<file path="src/rtl/bin2bcd_pkg.sv">
// rtl/bin2bcd_pkg.sv - shared types and constants for the sequential binary-to-BCD converter
package bin2bcd_pkg;

   typedef enum logic [1:0] {
      IDLE   = 2'd0,
      SHIFT  = 2'd1,
      FINISH = 2'd2
   } state_e;

   localparam int          DIGITS       = 8;
   localparam logic [31:0] SAT_BCD      = 32'h9999_9999;
   localparam logic [31:0] MAX_BIN      = 32'd99_999_999;
   localparam logic [3:0]  BLANK_NIBBLE = 4'hF;

endpackage

</file>
<file path="src/rtl/bin2bcd_seq_if.sv">
// rtl/bin2bcd_seq_if.sv - request/result bundle between a client and bin2bcd_seq
interface bin2bcd_seq_if #(
   parameter int BIN_W = 27
);
   logic             START;
   logic [BIN_W-1:0] BIN;
   logic             BUSY;
   logic             DONE;
   logic [31:0]      BCD;
   logic             OVF;

   modport master (output START, BIN, input BUSY, DONE, BCD, OVF);
   modport slave  (input START, BIN, output BUSY, DONE, BCD, OVF);
endinterface

</file>
<file path="src/rtl/bcd_digit_adj.sv">
// rtl/bcd_digit_adj.sv - double-dabble digit correction: add 3 when the digit is 5 or more
module bcd_digit_adj (
   input  logic [3:0] digit_i,
   output logic [3:0] digit_o
);
   assign digit_o = (digit_i >= 4'd5) ? digit_i + 4'd3 : digit_i;
endmodule

</file>
<file path="src/rtl/bin2bcd_seq.sv">
// rtl/bin2bcd_seq.sv - shift-and-add-3 binary to 8-digit BCD converter, fixed BIN_W+1 latency
// Leading-zero blanking of the result is enabled by defining BIN2BCD_BLANK_EN.
module bin2bcd_seq
   import bin2bcd_pkg::*;
#(
   parameter int BIN_W = 27
) (
   input logic          CLK,
   input logic          RST,
   bin2bcd_seq_if.slave bus
);
   localparam int CNT_W = $clog2(BIN_W + 1);

   state_e           state_q, state_d;
   logic [BIN_W-1:0] shreg_q, shreg_d;
   logic [31:0]      scratch_q, scratch_d;
   logic [CNT_W-1:0] cnt_q, cnt_d;
   logic [31:0]      bcd_q, bcd_d;
   logic             ovf_q, ovf_d;
   logic             ovf_pend_q, ovf_pend_d;

   logic [31:0]      adj;
   logic [31:0]      shifted;
   logic [31:0]      res_bcd;
   logic             ovf_now;

   for (genvar g = 0; g < DIGITS; g++) begin : g_adj
      bcd_digit_adj u_adj (
         .digit_i (scratch_q[4*g +: 4]),
         .digit_o (adj[4*g +: 4])
      );
   end

   assign shifted = {adj[30:0], shreg_q[BIN_W-1]};
   // A one leaving the top digit means the value has grown past eight digits.
   assign ovf_now = ovf_pend_q | adj[31];

`ifdef BIN2BCD_BLANK_EN
   logic lead;
`endif

   always_comb begin
      res_bcd = shifted;
`ifdef BIN2BCD_BLANK_EN
      lead = 1'b1;
      for (int i = DIGITS - 1; i >= 1; i--) begin
         if (lead && (shifted[4*i +: 4] == 4'd0)) begin
            res_bcd[4*i +: 4] = BLANK_NIBBLE;
         end else begin
            lead = 1'b0;
         end
      end
`endif
   end

   always_comb begin
      state_d    = state_q;
      shreg_d    = shreg_q;
      scratch_d  = scratch_q;
      cnt_d      = cnt_q;
      bcd_d      = bcd_q;
      ovf_d      = ovf_q;
      ovf_pend_d = ovf_pend_q;
      case (state_q)
         IDLE: begin
            if (bus.START) begin
               shreg_d    = bus.BIN;
               scratch_d  = '0;
               cnt_d      = CNT_W'(BIN_W);
               ovf_pend_d = (32'(bus.BIN) > MAX_BIN);
               state_d    = SHIFT;
            end
         end
         SHIFT: begin
            scratch_d  = shifted;
            shreg_d    = {shreg_q[BIN_W-2:0], 1'b0};
            cnt_d      = cnt_q - CNT_W'(1);
            ovf_pend_d = ovf_now;
            // Result registers load only on the final shift so BCD never shows a partial value.
            if (cnt_q == CNT_W'(1)) begin
               bcd_d   = ovf_now ? SAT_BCD : res_bcd;
               ovf_d   = ovf_now;
               state_d = FINISH;
            end
         end
         FINISH: begin
            state_d = IDLE;
         end
         default: begin
            state_d = IDLE;
         end
      endcase
   end

   always_ff @(posedge CLK) begin
      if (RST) begin
         state_q    <= IDLE;
         shreg_q    <= '0;
         scratch_q  <= '0;
         cnt_q      <= '0;
         bcd_q      <= '0;
         ovf_q      <= 1'b0;
         ovf_pend_q <= 1'b0;
      end else begin
         state_q    <= state_d;
         shreg_q    <= shreg_d;
         scratch_q  <= scratch_d;
         cnt_q      <= cnt_d;
         bcd_q      <= bcd_d;
         ovf_q      <= ovf_d;
         ovf_pend_q <= ovf_pend_d;
      end
   end

   assign bus.BUSY = (state_q != IDLE);
   assign bus.DONE = (state_q == FINISH) && !RST;
   assign bus.BCD  = bcd_q;
   assign bus.OVF  = ovf_q;

endmodule

</file>
<file path="src/flat_wrapper.sv">
// flat-port wrapper written by rule: the top's interface ports become plain ports
module bin2bcd_seq_flat import bin2bcd_pkg::*;
#(
   parameter int BIN_W = 27
)
  (CLK, RST, bus_START, bus_BIN, bus_BUSY, bus_DONE, bus_BCD, bus_OVF);
  bin2bcd_seq_if #(.BIN_W(BIN_W)) bus_i ();
  input logic CLK;
  input logic RST;
  input wire logic [$bits(bus_i.START)-1:0] bus_START;
  input wire logic [$bits(bus_i.BIN)-1:0] bus_BIN;
  output wire logic [$bits(bus_i.BUSY)-1:0] bus_BUSY;
  output wire logic [$bits(bus_i.DONE)-1:0] bus_DONE;
  output wire logic [$bits(bus_i.BCD)-1:0] bus_BCD;
  output wire logic [$bits(bus_i.OVF)-1:0] bus_OVF;
  assign bus_i.START = bus_START;
  assign bus_i.BIN = bus_BIN;
  assign bus_BUSY = bus_i.BUSY;
  assign bus_DONE = bus_i.DONE;
  assign bus_BCD = bus_i.BCD;
  assign bus_OVF = bus_i.OVF;
  bin2bcd_seq #(.BIN_W(BIN_W)) u_core (.CLK(CLK), .RST(RST), .bus(bus_i));
endmodule
</file>
<file path="config.mk">
export PLATFORM = sky130hd
export DESIGN_NAME = bin2bcd_seq_flat
export DESIGN_NICKNAME = d
export VERILOG_FILES = /design/src/rtl/bin2bcd_pkg.sv /design/src/rtl/bin2bcd_seq_if.sv /design/src/rtl/bcd_digit_adj.sv /design/src/rtl/bin2bcd_seq.sv /design/src/flat_wrapper.sv
export SDC_FILE = /design/constraint.sdc
export NUM_CORES = 1
export LEC_CHECK = 0
export CAP_MARGIN = 40
export CORE_ASPECT_RATIO = 1.5
export CORE_MARGIN = 3
export CORE_UTILIZATION = 40
export DETAILED_ROUTE_END_ITERATION = 16
export GPL_ROUTABILITY_DRIVEN = 0
export GPL_TIMING_DRIVEN = 0
export SETUP_SLACK_MARGIN = 0.15
export SLEW_MARGIN = 20
export SYNTH_ARGS = -nofsm -noshare
export SYNTH_HDL_FRONTEND = slang
export SYNTH_SLANG_ARGS = --single-unit
</file>
<file path="constraint.sdc">
create_clock -name CLK -period 1.9 [get_ports CLK]
set_input_delay 0.38 -clock CLK [delete_from_list [all_inputs] [get_ports CLK]]
set_output_delay 0.38 -clock CLK [all_outputs]
set_load 0.01 [all_outputs]
</file>
==> results.cfg <==
[detailed_routing]
firstDrtPassIters = 4
drc = 0
drtIter0Drc = 162
vias_per_cell = 5.431
vias = 4372
routedWlPerCell_um = 16.39
wl_um = 13200
ant_nets = 0

[global_routing]
grt_pass1_wl_um = 21200
grt_max_degree = 17
overflow = 0
grt_pass1_vias = 4306
grtUsageTotal_pct = 20.38
antenna_found_initial = 0

[sta]
finalHoldViolCount = 0
rsz0062_at_grt = yes
setup_viol = 33
post-route-min-period_ps = 2069
timing.hold.ws_ps = 485.8
slew_viol_final = 0
slew_headroom_pct = 54.24
finClkSkew_ps = 5.343
fmax_ghz = 0.4834
period_share_pct = 108.9
timing.setup.tns_ps = -3215
tightest_slew_ps = 686.4
final.setup.worst_slack_ps = -168.8

[finish]
fillers = 1063
diodes = 0
stdcell_count = 805
fin_area_mm2 = 0.006195
nNetsFinal = 701
drive_gt1_share_pct = 13.53
area_growth_pct = 33.27

[synth]
syn_area_mm2 = 0.004648
synthArstFlopShare_pct = 0
yosysSeqAreaShare_pct = 43.07
yosysMostFrequentCell = dfxtp_1
synth_seq_cells = 100
synth_top_area_share_pct = 43.07
ys.warnings.count = 0
postSynth.topFlopCell = dfxtp_1
synth_common_cells = dfxtp_1, nor2_1, a21oi_1
synth_edf_count = 0
postSynthAreaPerCell_um2 = 8.315
yosysTopAreaCell = dfxtp_1
synthCells = 559
syn_nets = 607
synth.distinct_cells = 38
synth_area_leaders = dfxtp_1, nor2_1, a22o_1, a21oi_1, ha_1

[critical_path]
crit_path_end_kind = flip-flop
required_ps = 2180
critical_path_class = reg2reg
r2r-end = u_core.bus.BCD[6]
worstPathMaxFanout = 5
worstReg2RegStart = u_core.cnt_q[2]
r2r_slack_ps = -170
reg2reg_depth = 8
arrival_ps = 2350
start_kind = flip-flop

[die]
design.core.area_mm2 = 0.01117
core.rowCount = 47
initial_core_util_pct = 41.60
die_w_um = 94.02
dieArea_mm2 = 0.01298
die_h_um = 138.0
io_pins = 65

[hold_path]
holdCritStartpoint = u_core.bus.BCD[21]
hold_depth = 1
hold_class = reg2reg
holdPathEnd = u_core.bus.BCD[21]

[place]
placedCellCount = 769
dpl.hpwl_um = 9293
placed_cell_area_mm2 = 0.005497
portBuffers = 63

[clock_network]
clk_pin_slew_ps = 70
h-tree-depth = 3
hold_buffers = 0
cts_buffers = 9
cts_tree = built
clock_path_buffers = 2
worstSkewPairLatency_ps = 340
root_buffer = clkbuf_16
cts.sinks = 100

[power]
ir_drop_v = 0.0004422
leakagePower_nw = 2.410
finalPower_w = 0.004779
power.density_mw_per_mm2 = 771.5

[flow_run]
cap_violations = 0

[run_status]
status = finished, violations left
violations = negative setup slack
## power by group
part	internal (W)	switching, W
clock	0.00110	0.000787
sequential	0.00219	0.0000553
combinational	0.000295	0.000357
total	0.00358	0.00120
## kinds of logic after synthesis
family | Yosys count | synth area share, %
and+or+nand+nor | 229 | 23.88
AOI/OAI and AO/OA | 137 | 19.57
DFF | 100 | 43.07
buffers and inverters | 57 | 5.007
adders and majority gates | 18 | 4.845
xor gates and xnor gates | 9 | 1.696
muxes | 9 | 1.938
## placed cells by master, fill, tap and decap left out, types with 3 or more instances in the layout
cell             netlist  layout
a211oi_1              17      12
a211oi_2               0       5
a21oi_1               45      44
a22o_1                32      32
a311oi_1              10      10
buf_2                  3       5
buf_4                  2      13
buf_6                  1      10
buf_8                  0       5
clkbuf_1              30       9
clkbuf_16              0      11
clkbuf_2               0       9
clkbuf_4               0       5
clkbuf_8               0       4
clkdlybuf4s50_1        0      61
dfxtp_1              100      95
dfxtp_2                0       4
ha_1                  18      17
inv_1                 19      17
mux2i_1                9       9
nand2_1               35      35
nand2b_1              12      12
nand3_1                7       7
nand4_1                3       3
nor2_1                91      90
nor2b_1               22      19
nor2b_4                0       3
nor3_1                32      31
nor3b_1               17      16
o21a_1                 3       3
o21ai_0               20      20
o21ai_1                5       5
xnor2_1                8       8
## registers in the layout (all words and copies together), names as in the netlist
register	flops
u_core.bus.BCD	32
u_core.bus.OVF	1
u_core.cnt_q	5
u_core.ovf_pend_q	1
u_core.scratch_q	32
u_core.shreg_q	27
u_core.state_q	2
## cell type report
class | count | area [µm²] | area share, %
Timing Repair Buffer | 84 | 824.5 | 13.31
Buffer | 37 | 290.3 | 4.686
Multi-Input combinational cell | 402 | 2501 | 40.38
Clock inverter | 5 | 60.06 | 0.9695
Clock buffer | 11 | 252.7 | 4.080
Tap cell | 147 | 183.9 | 2.969
Inverter | 19 | 71.32 | 1.151
Sequential cell | 100 | 2011 | 32.46
## worst max-delay path: stages (launching register included)
cell and delay, ps:
dfxtp_4 340, or3b_4 420, nor4b_4 340, and4bb_1 250, buf_6 110, nor2b_4 130
buf_6 150, clkbuf_16 160, a22o_1 120
## routing by layer
metal / share of wire [%] / track usage [%]
met1: 42 / 23.31
met2: 50 / 36.05
met3: 4.7 / 3.859
met4: 3.4 / 9.056
met5: 0 / 0
## worst max-delay path by stage
stage                               start                  end  slack [ps]  depth (start not counted)
after floorplan           u_core.cnt_q[3]   u_core.bus.BCD[10]          20                          8
after global placement          bus_START  u_core.scratch_q[5]        -600                          7
after detailed placement  u_core.cnt_q[2]   u_core.bus.BCD[25]        -580                          6
after CTS                 u_core.cnt_q[3]   u_core.bus.BCD[13]        -190                          8
after global routing      u_core.cnt_q[2]   u_core.bus.BCD[14]        -270                          8
final                     u_core.cnt_q[2]    u_core.bus.BCD[6]        -170                          8
## stage by stage
step,setup WS [ps],util [%]
after detailed placement,-581.5,49.19
final,-168.8,55.44
after floorplan,24.31,-
after global routing,-267.9,55.44
after CTS,-190.1,54.73
after global placement,-603.3,49.19
## timing repair
| item | CTS | global route |
|---|---|---|
| resized for setup | 55 | 41 |
| gates cloned | 1 | 1 |
| hold endpoints to repair | 0 | 0 |
| buffers inserted | 18 | 1 |
| setup endpoints to repair | 98 | 81 |
| pin swaps | 3 | 7 |
(Power assumes the default switching activity.)
